[src/rtl/ad7276_capture_sequencer.sv]
// rtl/ad7276_capture_sequencer.sv - dual-channel AD7276 frame sequencer feeding a packetised AXI-Stream master
// Optional AD7276_TEST_PATTERN_EN replaces ADC data with a frame sequence number when TestPatternSel=1.
module ad7276_capture_sequencer #(
  parameter int SCLK_DIV     = 2,
  parameter int CONV_BITS    = 16,
  parameter int QUIET_CYCLES = 2
) (
  input  logic        Clk,
  input  logic        Reset,
  input  logic        EnableSampleGeneration,
  input  logic [31:0] PacketSize,
  input  logic [31:0] PacketRate,
  input  logic [1:0]  inData,
`ifdef AD7276_TEST_PATTERN_EN
  input  logic        TestPatternSel,
`endif
  output logic        cs,
  output logic        sclk,
  output logic        M_AXIS_TVALID,
  output logic [31:0] M_AXIS_TDATA,
  output logic [3:0]  M_AXIS_TSTRB,
  output logic [3:0]  M_AXIS_TKEEP,
  output logic        M_AXIS_TLAST,
  output logic        M_AXIS_TUSER,
  input  logic        M_AXIS_TREADY,
  output logic [31:0] DroppedSamples,
  output logic        Busy
);

  localparam logic [31:0] MINP = 32'(2 * SCLK_DIV * CONV_BITS + QUIET_CYCLES);
  localparam int DW = (SCLK_DIV > 1) ? $clog2(SCLK_DIV) : 1;
  localparam int BW = $clog2(CONV_BITS + 1);

  typedef enum logic [1:0] {S_IDLE, S_WAIT, S_CONVERT, S_PUSH} state_t;

  state_t          r_state, w_next;
  logic [31:0]     r_rate;
  logic [DW-1:0]   r_div;
  logic [BW-1:0]   r_bits;
  logic            r_sclk;
  logic [15:0]     r_sh0, r_sh1;
  logic [31:0]     r_size, r_beat;
  logic            r_valid, r_last, r_user, r_pend;
  logic [31:0]     r_data, r_drop;

  logic [31:0]     w_period, w_size_in, w_adc_data, w_beat_data;
  logic            w_wrap, w_div_end, w_rise, w_frame_done;
  logic            w_push, w_load, w_last;
  logic            w_unused;

  assign w_period     = (PacketRate > MINP) ? PacketRate : MINP;
  assign w_size_in    = (PacketSize == 32'd0) ? 32'd1 : PacketSize;
  assign w_wrap       = (r_rate >= w_period - 32'd1);
  assign w_div_end    = (r_div == DW'(SCLK_DIV - 1));
  assign w_rise       = (r_state == S_CONVERT) && w_div_end && !r_sclk;
  assign w_frame_done = w_rise && (r_bits == BW'(CONV_BITS - 1));
  assign w_push       = (r_state == S_PUSH);
  assign w_load       = w_push && (!r_valid || M_AXIS_TREADY);
  assign w_last       = (r_beat == r_size - 32'd1);
  assign w_adc_data   = {4'h0, r_sh1[13:2], 4'h0, r_sh0[13:2]};
  assign w_unused     = &{1'b0, r_sh0[15:14], r_sh0[1:0], r_sh1[15:14], r_sh1[1:0]};

`ifdef AD7276_TEST_PATTERN_EN
  logic [31:0] r_seq;
  assign w_beat_data = TestPatternSel ? r_seq : w_adc_data;

  always_ff @(posedge Clk) begin
    if (Reset) begin
      r_seq <= 32'd0;
    end else if (w_push) begin
      r_seq <= r_seq + 32'd1;
    end
  end
`else
  assign w_beat_data = w_adc_data;
`endif

  always_ff @(posedge Clk) begin
    if (Reset) begin
      r_state <= S_IDLE;
    end else begin
      r_state <= w_next;
    end
  end

  always_comb begin
    w_next = r_state;
    cs     = 1'b1;
    Busy   = 1'b1;
    case (r_state)
      S_IDLE: begin
        Busy = 1'b0;
        if (EnableSampleGeneration) w_next = S_WAIT;
      end
      S_WAIT: begin
        if (w_wrap) w_next = S_CONVERT;
      end
      S_CONVERT: begin
        cs = 1'b0;
        if (w_frame_done) w_next = S_PUSH;
      end
      S_PUSH: begin
        // Stop only once the packet's TLAST beat is actually in the output register.
        w_next = (w_load && w_last && !EnableSampleGeneration) ? S_IDLE : S_WAIT;
      end
      default: w_next = S_IDLE;
    endcase
  end

  always_ff @(posedge Clk) begin
    if (Reset) begin
      r_rate  <= 32'd0;
      r_div   <= '0;
      r_bits  <= '0;
      r_sclk  <= 1'b1;
      r_sh0   <= 16'd0;
      r_sh1   <= 16'd0;
      r_size  <= 32'd1;
      r_beat  <= 32'd0;
      r_valid <= 1'b0;
      r_last  <= 1'b0;
      r_user  <= 1'b0;
      r_pend  <= 1'b0;
      r_data  <= 32'd0;
      r_drop  <= 32'd0;
    end else begin
      // Preloading P-1 in IDLE makes the first WAIT cycle a wrap.
      if (r_state == S_IDLE) begin
        r_rate <= w_period - 32'd1;
      end else if (w_wrap) begin
        r_rate <= 32'd0;
      end else begin
        r_rate <= r_rate + 32'd1;
      end

      if (r_state == S_IDLE && EnableSampleGeneration) begin
        r_size <= w_size_in;
        r_beat <= 32'd0;
      end

      if (r_state == S_WAIT) begin
        r_div  <= '0;
        r_bits <= '0;
        r_sclk <= 1'b1;
      end else if (r_state == S_CONVERT) begin
        if (w_div_end) begin
          r_div  <= '0;
          r_sclk <= ~r_sclk;
          if (w_rise) begin
            r_sh0  <= {r_sh0[14:0], inData[0]};
            r_sh1  <= {r_sh1[14:0], inData[1]};
            r_bits <= r_bits + BW'(1);
          end
        end else begin
          r_div <= r_div + DW'(1);
        end
      end

      if (w_load) begin
        r_valid <= 1'b1;
        r_data  <= w_beat_data;
        r_last  <= w_last;
        r_user  <= r_pend;
        r_pend  <= 1'b0;
        if (w_last) begin
          r_beat <= 32'd0;
          r_size <= w_size_in;
        end else begin
          r_beat <= r_beat + 32'd1;
        end
      end else if (M_AXIS_TREADY) begin
        r_valid <= 1'b0;
      end

      if (w_push && !w_load) begin
        r_pend <= 1'b1;
        if (r_drop != 32'hFFFF_FFFF) r_drop <= r_drop + 32'd1;
      end
    end
  end

  assign sclk           = r_sclk;
  assign M_AXIS_TVALID  = r_valid;
  assign M_AXIS_TDATA   = r_data;
  assign M_AXIS_TLAST   = r_last;
  assign M_AXIS_TUSER   = r_user;
  assign M_AXIS_TSTRB   = 4'hF;
  assign M_AXIS_TKEEP   = 4'hF;
  assign DroppedSamples = r_drop;

endmodule

[config.mk]
export PLATFORM = sky130hd
export DESIGN_NAME = ad7276_capture_sequencer
export DESIGN_NICKNAME = d
export VERILOG_FILES = /design/src/rtl/ad7276_capture_sequencer.sv
export SDC_FILE = /design/constraint.sdc
export NUM_CORES = 1
export LEC_CHECK = 0
export CAP_MARGIN = 10
export CORE_ASPECT_RATIO = 1.2
export CORE_MARGIN = 2
export CORE_UTILIZATION = 29
export CTS_CLUSTER_DIAMETER = 30
export DETAILED_ROUTE_END_ITERATION = 8
export GPL_ROUTABILITY_DRIVEN = 0
export HOLD_SLACK_MARGIN = 0.15
export SLEW_MARGIN = 30
export SYNTH_ARGS = -nofsm -noshare
export SYNTH_HDL_FRONTEND = slang
export SYNTH_SLANG_ARGS = --single-unit
[constraint.sdc]
create_clock -name Clk -period 8.2 [get_ports Clk]
set_input_delay 1.64 -clock Clk [delete_from_list [all_inputs] [get_ports Clk]]
set_output_delay 1.64 -clock Clk [all_outputs]
set_load 0.03 [all_outputs]
==> flow_metrics.py <==
metrics = {
    "cells_and_area": {
        "finalNonFillerCells": 1978,
        "fin_nets": 1598,
        "regArea_mm2": 0.00386,
        "fillers": 3941,
        "multi_input_area_mm2": 0.00681,
        "antenna_cells": 0,
        "area_delta_synth_final_pct": 20.0,
        "drive_gt1_share_pct": 4.74,
    },
    "power": {
        "swShare_pct": 35.6,
        "power_density_mw_per_mm2": 213,
        "pwr-share-clk_pct": 30.1,
        "internal-power_mw": 1.83,
        "p_seq_share_pct": 40.2,
        "leakagePower_nw": 4.76,
        "vdd_ir_drop_max_mv": 0.108,
        "pwr-share-comb_pct": 29.8,
        "netSwitchingPower_mw": 1.02,
    },
    "global_route": {
        "grt_pass1_vias": 9612,
        "antenna_found_initial": 0,
        "grt_use_total_pct": 14.9,
        "overflow": 0,
        "grt_max_degree": 63,
        "grt_pass1_wl_mm": 48.4,
    },
    "route": {
        "drtAntennaViolNets": 0,
        "detail_route.wl_per_cell_um": 15.3,
        "route.detailed.drc": 0,
        "via_per_inst": 5.08,
        "num_vias": 10000,
        "drt_iter0_drc": 532,
        "routed_wl_mm": 30.2,
        "first_pass_iters": 5,
    },
    "yosys": {
        "ys_seq_area_share_pct": 34.7,
        "syn_inst": 1401,
        "syn-cell-area_mm2": 0.0111,
        "yosys_warnings": 0,
        "synth-seq-cells": 193,
        "ys_types": 77,
        "async_reset_ff_share_pct": 0,
        "synth_edf_count": 0,
        "avgSynthCellArea_um2": 7.96,
        "synth_flop_cell": "dfxtp_1",
    },
    "die": {
        "core_mm2": 0.0379,
        "start_util_pct": 29.4,
        "die_w_um": 183,
        "die_height_um": 219,
        "die_area_mm2": 0.0400,
        "pin_count": 148,
        "std_cell_rows": 78,
    },
    "cts": {
        "cts_tree": "yes",
        "cts_buffers": 17,
        "root_buffer": "clkbuf_16",
        "postCtsHoldBufs": 0,
        "clkTransAtPathRegs_ps": 70,
        "clock-sinks": 193,
        "cts-resized-gates": 0,
        "h-tree-depth": 4,
        "clockBufferDepth": 2,
        "clock_latency_ps": 440,
        "cts_setup_buffers": 0,
    },
    "sta": {
        "fin_skew_ps": 14.6,
        "rsz0062_at_grt": "no",
        "fin_tns_setup_ps": 0,
        "period_minus_slack_ps": 7610,
        "fin_crit_sh_pct": 92.9,
        "setup_slack_ps": 586,
        "finalSetupViolCount": 0,
        "slew-limit-headroom_pct": 43.3,
        "fmaxAchievable_mhz": 131,
        "hold_slack_ps": 455,
        "final_hold_viol_count": 0,
        "slew_violations": 0,
        "worstMarginPinSlew_ps": 843,
    },
    "outcome": {
        "status": "completed",
    },
    "worst_setup_path": {
        "cpMaxStageDelayCell": "or4b_2",
        "crit_path_max_incr_delay_ps": 650,
        "endpoint_kind": "register",
        "arrival_ps": 7980,
        "worstSetupPathType": "in2reg",
        "worstPathRequired_ps": 8560,
        "crit_path_start_kind": "input port",
        "critPathMaxFanout": 15,
        "crit_chain": "clkdlybuf4s50_1, or4_1, nor4_1, or4b_2, nor2_1, nand2_1, nand2_1, ha_1, nand2_1, nor3_1, nand3_1, or3_1, xor2_1, ha_1, a21o_1, a21o_1, a21oi_1, o21ai_0, or3_1, buf_4, or3_1, o21a_1, nor2_1",
    },
    "hold_path": {
        "hp-class": "reg2reg",
    },
    "run": {
        "drv_cap": 0,
    },
    "place": {
        "portBuffers": 131,
        "dp_hpwl_mm": 22.2,
        "placement.setup.worst_slack_ps": 220,
        "placed_cells": 1946,
    },
}
cell families after synthesis:
group           count (synthesis)  share of synthesized area, %
other cells                     2                        0.0674
buf+inv                       117                          4.80
mux                            43                          3.90
compound gates                238                          13.6
fa+ha+maj                      43                          4.83
flops                         193                          34.7
simple gates                  640                          28.3
xor+xnor                      125                          9.82
worst paths after layout:
path / startpoint / endpoint / slack [ps] / cells past startpoint
max reg2reg: r_size[0] / r_size[5] / 4110 / 13
max: PacketRate[25] / r_rate[13] / 590 / 23
min reg2reg: M_AXIS_TDATA[5] / M_AXIS_TDATA[5] / 450 / 2
min: M_AXIS_TDATA[5] / M_AXIS_TDATA[5] / 450 / 2
sequential cells by signal, summed over array words and instances (netlist names):
| signal | count |
|---|---|
| r_rate | 32 |
| r_bits | 5 |
| M_AXIS_TDATA | 24 |
| DroppedSamples | 32 |
| r_size | 32 |
| r_state | 2 |
| r_pend | 1 |
| r_div | 1 |
| r_beat | 32 |
| r_sh1 | 14 |
| M_AXIS_TUSER | 1 |
| sclk | 1 |
| M_AXIS_TVALID | 1 |
| M_AXIS_TLAST | 1 |
| r_sh0 | 14 |
cells in the final DEF (no fill, tap or decap), types with 36 or more instances in the layout:
cell	netlist	final
nor2_1	150	150
nand2_1	186	185
o21ai_0	41	41
xor2_1	56	56
mux2i_1	40	40
nor4_1	36	36
xnor2_1	69	69
dfxtp_1	193	193
nand3_1	61	61
ha_1	43	42
a21oi_1	91	91
nor3_1	43	42
clkdlybuf4s50_1	0	130
power by group through the flow:
stage / Combinational [mW] / Sequential, mW / Clock [mW]
after CTS: 0.851 / 1.14 / 0.883
after detailed placement: 0.845 / 1.16 / 0
after floorplan: 0.665 / 1.11 / 0
after global placement: 0.830 / 1.16 / 0
after global routing: 0.943 / 1.16 / 0.921
final: 0.849 / 1.14 / 0.856
worst max-delay path, delay by kind of cell:
family          cells  cell delay [ps]
simple gates       13             4350
buf+inv             2              700
compound gates      5              660
fa+ha+maj           2              450
xor+xnor            1              170
Yosys cell counts, types with 6 or more instances:
| cell | instances | share of area, % |
|---|---|---|
| nor2b_1 | 6 | 0.34 |
| a21oi_1 | 91 | 4.1 |
| nor3b_1 | 7 | 0.47 |
| nor3_1 | 43 | 1.9 |
| xor2_1 | 56 | 4.4 |
| or3_1 | 33 | 1.9 |
| nand3_1 | 61 | 2.7 |
| o21a_1 | 14 | 0.94 |
| nand2b_1 | 10 | 0.56 |
| a2bb2oi_1 | 8 | 0.63 |
| or2_2 | 7 | 0.39 |
| buf_4 | 16 | 1.1 |
| and2_1 | 9 | 0.51 |
| xnor2_1 | 69 | 5.4 |
| nand4_1 | 33 | 1.9 |
| buf_2 | 11 | 0.49 |
| dfxtp_1 | 193 | 35 |
| clkbuf_1 | 56 | 1.9 |
| nand2_1 | 186 | 6.3 |
| and4_1 | 7 | 0.55 |
| ha_1 | 43 | 4.8 |
| mux2i_1 | 40 | 3.6 |
| nor4_1 | 36 | 2.0 |
| and3_1 | 19 | 1.1 |
| a21o_1 | 26 | 1.8 |
| inv_1 | 27 | 0.91 |
| nor2_1 | 150 | 5.1 |
| o21ai_0 | 41 | 1.8 |
| or4_1 | 12 | 0.81 |
per-stage QoR:
step / util, % / instance area (µm²) / power, mW
finish: 35.3 / 13400 / 2.85
global route: 35.3 / 13400 / 3.02
CTS: 35.3 / 13400 / 2.88
detailed placement: 33.7 / 12800 / 2.01
global placement: 33.7 / 12700 / 1.99
floorplan: - / 11200 / 1.78
per-layer routing:
layer | vias up | track usage, % | share of wire [%]
li1 | 5073 | - | -
met1 | 4746 | 16.9 | 43
met2 | 185 | 27.6 | 51
met3 | 35 | 3.20 | 4.0
met4 | 0 | 4.80 | 1.8
met5 | - | 0 | 0
area by class of cell:
class | instances | area share [%]
inverter | 27 | 0.758
timing repair buffer | 141 | 10.4
sequential | 193 | 28.9
clock inverter | 13 | 1.09
multi-input combinational | 1105 | 50.9
clock buffer | 19 | 3.39
tap | 480 | 4.49
No activity file was read; power rests on OpenSTA's default activity.
